[src/rtl/demosaic_pkg.sv]
// Shared constants and helpers for the demosaicing datapath: carry-save
// widths, default tap/shift/pixel parameters and a constant-time clog2.
package demosaic_pkg;

  localparam int CS_W   = 12;
  localparam int PROD_W = CS_W + 1;

  localparam int N_TAPS_DEF = 4;
  localparam int SHIFT_DEF  = 2;
  localparam int OUT_W_DEF  = 8;

  function automatic int clog2(input int value);
    int r;
    r = 0;
    while ((1 << r) < value) r++;
    return r;
  endfunction

endpackage

[src/rtl/cs_resolve_add.sv]
// Carry-propagate resolution of a carry-save pair into a binary sum one bit
// wider than the inputs, so the result never truncates.
module cs_resolve_add
  import demosaic_pkg::*;
#(
  parameter int W = CS_W
) (
  input  logic [W-1:0] a_i,
  input  logic [W-1:0] b_i,
  output logic [W:0]   sum_o
);

  assign sum_o = {1'b0, a_i} + {1'b0, b_i};

endmodule

[src/rtl/cs_tap_accumulator.sv]
// Accumulates N_TAPS resolved carry-save products, normalises by SHIFT and
// saturates to OUT_W. Define CS_TAP_ACC_ROUND_EN for round-half-up normalisation.
module cs_tap_accumulator
  import demosaic_pkg::*;
#(
  parameter int N_TAPS = N_TAPS_DEF,
  parameter int SHIFT  = SHIFT_DEF,
  parameter int OUT_W  = OUT_W_DEF
) (
  input  logic             clk,
  input  logic             rst_n,
  input  logic [CS_W-1:0]  cs_a,
  input  logic [CS_W-1:0]  cs_b,
  input  logic             in_valid,
  output logic             in_ready,
  input  logic             flush,
  output logic [OUT_W-1:0] pix_out,
  output logic             out_valid,
  input  logic             out_ready,
  output logic             sat
);

  localparam int ACC_W  = PROD_W + clog2(N_TAPS);
  localparam int CNT_W  = clog2(N_TAPS);
  localparam int NORM_W = ACC_W + 1;
  localparam logic [CNT_W-1:0]  LAST_CNT = CNT_W'(N_TAPS - 1);
  localparam logic [NORM_W-1:0] PIX_MAX  = NORM_W'({OUT_W{1'b1}});

  logic [ACC_W-1:0]  acc_q, acc_d;
  logic [CNT_W-1:0]  cnt_q, cnt_d;
  logic [OUT_W-1:0]  pix_q, pix_d;
  logic              sat_q, sat_d;
  logic              out_valid_q, out_valid_d;

  logic [PROD_W-1:0] prod;
  logic [ACC_W-1:0]  total;
  logic [NORM_W-1:0] rounded;
  logic [NORM_W-1:0] norm;
  logic              accept;
  logic              last_accept;

  cs_resolve_add #(.W(CS_W)) u_resolve (
    .a_i   (cs_a),
    .b_i   (cs_b),
    .sum_o (prod)
  );

  assign total = acc_q + ACC_W'(prod);

`ifdef CS_TAP_ACC_ROUND_EN
  if (SHIFT > 0) begin : g_round
    assign rounded = {1'b0, total} + (NORM_W'(1) << (SHIFT - 1));
  end else begin : g_no_round
    assign rounded = {1'b0, total};
  end
`else
  assign rounded = {1'b0, total};
`endif

  assign norm = rounded >> SHIFT;

  // Valid/ready on both sides: a transfer happens on a rising edge where
  // valid && ready; the producer holds its data stable until that edge. A
  // tap may enter whenever the output slot is empty or draining this cycle.
  assign in_ready    = !out_valid_q || out_ready;
  assign accept      = in_valid && in_ready && !flush;
  assign last_accept = accept && (cnt_q == LAST_CNT);

  always_comb begin
    acc_d       = acc_q;
    cnt_d       = cnt_q;
    pix_d       = pix_q;
    sat_d       = sat_q;
    out_valid_d = out_valid_q;

    if (flush) begin
      acc_d = '0;
      cnt_d = '0;
    end else if (accept) begin
      if (last_accept) begin
        acc_d = '0;
        cnt_d = '0;
      end else begin
        acc_d = total;
        cnt_d = cnt_q + CNT_W'(1);
      end
    end

    // last_accept implies the slot is free, so a pending pixel is never overwritten
    if (last_accept) begin
      out_valid_d = 1'b1;
      if (norm > PIX_MAX) begin
        pix_d = '1;
        sat_d = 1'b1;
      end else begin
        pix_d = OUT_W'(norm);
        sat_d = 1'b0;
      end
    end else if (out_valid_q && out_ready) begin
      out_valid_d = 1'b0;
    end
  end

  always_ff @(posedge clk or negedge rst_n) begin
    if (!rst_n) begin
      acc_q       <= '0;
      cnt_q       <= '0;
      pix_q       <= '0;
      sat_q       <= 1'b0;
      out_valid_q <= 1'b0;
    end else begin
      acc_q       <= acc_d;
      cnt_q       <= cnt_d;
      pix_q       <= pix_d;
      sat_q       <= sat_d;
      out_valid_q <= out_valid_d;
    end
  end

  assign pix_out   = pix_q;
  assign sat       = sat_q;
  assign out_valid = out_valid_q;

endmodule

[config.mk]
export PLATFORM = sky130hd
export DESIGN_NAME = cs_tap_accumulator
export DESIGN_NICKNAME = d
export VERILOG_FILES = /design/src/rtl/demosaic_pkg.sv /design/src/rtl/cs_resolve_add.sv /design/src/rtl/cs_tap_accumulator.sv
export SDC_FILE = /design/constraint.sdc
export NUM_CORES = 1
export LEC_CHECK = 0
export CORE_ASPECT_RATIO = 0.9
export CORE_UTILIZATION = 55
export CTS_CLUSTER_SIZE = 10
export DETAILED_ROUTE_END_ITERATION = 12
export PLACE_DENSITY = 0.9
export RECOVER_POWER = 50
export SLEW_MARGIN = 5
export SYNTH_ARGS = -nofsm -noshare
export SYNTH_HDL_FRONTEND = slang
export SYNTH_SLANG_ARGS = --single-unit
[constraint.sdc]
create_clock -name clk -period 8.87 [get_ports clk]
set_input_delay 1.3305 -clock clk [delete_from_list [all_inputs] [get_ports clk]]
set_output_delay 1.3305 -clock clk [all_outputs]
set_load 0.05 [all_outputs]
# --- Word-level counts from Yosys, hierarchy flattened ---
# Index checks and enable logic that the tools add are counted.
word_totals:
  elab_cells: 29
  out_inout_bits: 11
  input_bits: 29
  reg_bits: 27
op_classes:
  order_cmp: 1
  n_addsub: 3
  n_mux: 10
  n_reduce_logical: 9
  n_eq_ne: 1
ops:
  columns: ["cell", "count"]
  rows:
  - ["15-bit two-way mux", 3]
  - ["15-bit by 13-bit adder with 15-bit output", 1]
  - ["12-bit by 12-bit adder with 13-bit output", 1]
  - ["13-bit by 8-bit > comparator with 1-bit output, second input constant", 1]
  - ["8-bit two-way mux", 1]
  - ["2-bit two-way mux", 3]
  - ["1-bit logical AND", 4]
  - ["2-bit nonzero test", 2]
  - ["1-bit two-way mux", 3]
  - ["2-bit by 1-bit adder with 2-bit output, second input constant", 1]
  - ["2-bit equality test, second input constant", 1]
  - ["1-bit zero test", 2]
  - ["1-bit logical OR", 1]

# --- Depth between registers and ports, before layout ---
logic_depth:
  ltp_word: 8
  ltp_mapped: 11

# --- Modules after synthesis ---
# A second synthesis with hierarchy kept.
unflattened:
  cells_unflattened: 258
  area_unflattened_um2: 2347.3
modules_own_cells:
  columns: ["module", "area_each_um2", "cells_per_inst", "seq_area_each_um2", "instances"]
  rows:
  - ["cs_tap_accumulator", 1719.1, 175, 675.6, 1]
  - ["cs_resolve_add", 628.1, 83, 0.0, 1]

# --- Worst setup path after synthesis ---
# Ideal clock, no wire load.
synth_path:
  path_type: "in2reg"
  start: "input cs_a[1]"
  end: "register pix_q[0] (netlist: pix_out[0])"
  n_path_buf: 0
  cell_stages: 11
  setup_time_ps: 141
  slack_ps: 4592
  arrival_time_ps: 4137
  path_cell_list: "inv_1 -> fa_1 -> inv_1 -> ha_1 -> fa_1 -> a21o_1 -> a221oi_1 -> o221ai_1 -> xor2_1 -> a2111oi_4 -> a21oi_1"
synth_between:
  elab_chain_cells: 4
synth_lines:
  columns: ["element", "line", "source"]
  rows:
  - ["from (decl)", "cs_tap_accumulator.sv:12", "input logic [CS_W-1:0] cs_a,"]
  - ["12-bit by 12-bit adder with 13-bit output *", "cs_resolve_add.sv:13", "assign sum_o = {1'b0, a_i} + {1'b0, b_i};"]
  - ["15-bit by 13-bit adder with 15-bit output *", "cs_tap_accumulator.sv:48", "assign total = acc_q + ACC_W'(prod);"]
  - ["13-bit by 8-bit > comparator with 1-bit output", "cs_tap_accumulator.sv:92", "if (norm > PIX_MAX) begin"]
  - ["8-bit two-way mux *", "cs_tap_accumulator.sv:92", null]
  - ["to (signal assigned)", "cs_tap_accumulator.sv:114", "pix_q <= pix_d;"]
  - ["to (decl)", "cs_tap_accumulator.sv:31", "logic [OUT_W-1:0] pix_q, pix_d;"]
# Mark *: on every way between the ends. The rest lies on a longest branch, timed or not.
# A chain may end at the register's enable or synchronous reset.

# --- Final worst setup path ---
layout_path:
  start: "input cs_a[1]"
  end: "register pix_q[4] (netlist: pix_out[4])"
# The elaborated chain is that of the path after synthesis.

==> results_dict.tcl <==
set metrics [dict create \
    dp.cells 291 \
    fillers 269 \
    rows 20 \
    worstSetupPathType "in2reg" \
    track_usage_pct 26.83 \
    portBuffers 39 \
    htreeDepth 1 \
    cts.sinks 27 \
    final_cell_area_um2 2474 \
    die_w_um 65.30 \
    hp-class "reg2reg" \
    power_density_nw_per_um2 301.8 \
    slowest_delay_ps 660 \
    syn-cell-area_um2 1983 \
    gp_congestion 0.8356 \
    r2r-end "pix_out[4]$_DFFE_PN0P_" \
    antenna_cells 0 \
    place_ws_ps 3790 \
    yosys.area.top_type "dfrtp_1" \
    worst_ep_required_time_ps 9020 \
    crit_start "cs_a[1]" \
    antenna_found_initial 0 \
    p_leak_nw 1.166 \
    fp.dieH_um 58.97 \
    syn-num-nets 265 \
    finalCritPeriodShare_pct 54.14 \
    grt_max_degree 28 \
    path_clk_slew_ps 100 \
    dp_hpwl_mm 3.530 \
    post_drt_wl_per_cell_um 15.96 \
    die_area_um2 3850 \
    drive_gt1_share_pct 3.984 \
    cts_resized 0 \
    antenna_left 0 \
    grt_pass1_vias 1666 \
    vias 1698 \
    first_pass_iters 4 \
    ios 40 \
    syn_to_final_growth_pct 24.73 \
    grt_setup_unrepaired "no" \
    setup_violations 0 \
    rrSetupSlack_ps 5260 \
    netlist.area_leader.share_pct 34.07 \
    finalSetupTns_ps 0 \
    endpoint_kind "flip-flop" \
    endpoint "pix_out[4]$_DFFE_PN0P_" \
    start_util_pct 58.27 \
    period_needed_ps 4802 \
    rr_worst_depth 11 \
    slew_viol_final 0 \
    ctsHoldBuffers 0 \
    path_max_fanout 9 \
    yosysSeqAreaShare_pct 34.07 \
    rr_startpoint "acc_q[1]$_DFFE_PN0P_" \
    worst-path-stages 12 \
    worstSkewPairLatency_ps 290 \
    synthTopCellsByArea "dfrtp_1 (34%), fa_1 (13%), ha_1 (8.2%)" \
    holdWs_ps 490.9 \
    synth_cells 210 \
    yosysUniqueCellTypes 41 \
    drt_iter0_markers 169 \
    post_drt_via_cell_ratio 5.756 \
    cts_root_buf "clkbuf_8" \
    ys_warn_count 0 \
    grt_pass1_wl_mm 7.755 \
    worst_slew_pin_slew_ps 1458 \
    outcome "complete, no violations" \
    clock_path_buffers 2 \
    maxSlewHeadroom_pct 2.815 \
    fmax_mhz 208.3 \
    cts_tree "yes" \
    synth.avg_cell_area_um2 9.444 \
    cp_slowest_cell "a2111oi_4" \
    nets 307 \
    vdd_ir_drop_max_v 0.0001954 \
    cts_buffers 3 \
    coreArea_um2 3403 \
    drv_cap 0 \
    final_hold_viol_count 0 \
    cpLargestDelayFamily "compound AO/OA/AOI/OAI gates" \
    cp.arrival_ps 4950 \
    drt-total-wl_mm 4.707 \
    crit_chain "clkdlybuf4s50_1 > inv_1 > fa_1 > inv_1 > ha_1 > fa_1 > a21o_1 > a221oi_1 > o221ai_1 > xor2_1 > a2111oi_4 > a21oi_1" \
    synth-seq-cells 27 \
    grt_overflow 0 \
    setup_ws_ps 4068 \
    place_area_um2 2432 \
    cp-start-kind "input port" \
    instances_no_fill 295 \
    drc 0 \
    clock_skew_ps 10.88 \
    crit_buf_inv 3 \
    postCtsSetupBuffers 0 \
]
==> registers in the layout (all words and copies together) (netlist names) <==
register / cells
acc_q: 15
out_valid: 1
pix_out: 8
sat: 1
cnt_q: 2
==> cells in the mapped netlist <==
master,count
or2_2,1
o21bai_1,2
a32o_1,2
nand4_1,1
a21o_1,5
nor2_1,14
clkbuf_1,5
a22oi_1,1
a221oi_1,1
o211a_1,1
a31oi_1,2
ha_1,13
a21oi_1,19
o2111ai_1,1
nand3_1,5
mux2_2,1
nand2_1,20
o21ai_0,15
or3_4,1
o21a_1,2
a2bb2oi_1,1
fa_1,13
a2111oi_4,1
a221o_1,1
a31o_2,1
nand2b_1,1
o31ai_1,1
o31a_1,1
nor3b_1,1
xnor2_1,7
and3_1,4
dfrtp_1,27
a22o_1,2
xor2_1,3
o22a_1,1
mux2i_1,1
or3_1,2
inv_1,26
o221ai_1,1
nor3_1,1
o211ai_1,2
==> cell usage in the layout (no fill, tap or decap), types with 7 or more instances in the layout <==
master / count
ha_1: 13
clkdlybuf4s50_1: 37
nand2_1: 20
dfrtp_1: 27
o21ai_0: 15
a21oi_1: 19
inv_1: 26
xnor2_1: 7
nor2_1: 14
fa_1: 13
==> power breakdown <==
group	internal [mW]	switching, mW
clock	0.0320	0.0444
combinational	0.196	0.295
sequential	0.157	0.0228
==> worst min path at each step <==
stage	start	endpoint	slack (ps)	cells past startpoint
floorplan	acc_q[2]$_DFFE_PN0P_	acc_q[2]$_DFFE_PN0P_	450	2
global placement	acc_q[2]$_DFFE_PN0P_	acc_q[2]$_DFFE_PN0P_	470	2
detailed placement	acc_q[2]$_DFFE_PN0P_	acc_q[2]$_DFFE_PN0P_	470	2
CTS	acc_q[2]$_DFFE_PN0P_	acc_q[2]$_DFFE_PN0P_	500	2
global route	cnt_q[0]$_DFFE_PN0P_	cnt_q[0]$_DFFE_PN0P_	530	1
finish	acc_q[2]$_DFFE_PN0P_	acc_q[2]$_DFFE_PN0P_	490	2
==> layer usage <==
layer  part of all wire [%]  GRT usage [%]
met5                      0              0
met4                   0.70          4.969
met3                    6.2          3.876
met2                     51          47.86
met1                     42          35.05
==> cells by family (layout without fill, tap and decap cells) <==
family                     Yosys count  in the layout  share of synthesized area (%)
and+or+nand+nor                     51             51                          11.73
buffers and inverters               31             72                          5.867
DFF                                 27             27                          34.07
muxes                                2              2                          1.073
AOI/OAI and AO/OA                   63             63                          21.51
adders and majority gates           26             26                          21.33
xor gates and xnor gates            10             10                          4.417
==> through the flow <==
step / total power [mW] / util (%)
2_1_floorplan: 0.5345 / -
3_3_place_gp: 0.6408 / 71.47
3_5_place_dp: 0.6601 / 71.47
4_1_cts: 0.7430 / 72.90
5_1_grt: 0.8024 / 72.68
6_report: 0.7465 / 72.68
==> tightest hold or removal path, delay by kind of cell (launching register included) <==
kind / cells / cell delay (ps)
compound gates: 1 / 60
flops: 1 / 360
simple gates: 1 / 50
==> cell type report <==
class | count | area [um^2] | share of cell area (%)
Multi-Input combinational cell | 152 | 1191 | 48.15
Inverter | 26 | 97.59 | 3.945
Clock buffer | 3 | 41.29 | 1.669
Sequential cell | 27 | 675.6 | 27.31
Tap cell | 44 | 55.05 | 2.226
Clock inverter | 1 | 7.507 | 0.3035
Timing Repair Buffer | 42 | 405.4 | 16.39
Note: power is estimated with default switching activity, not from simulation.
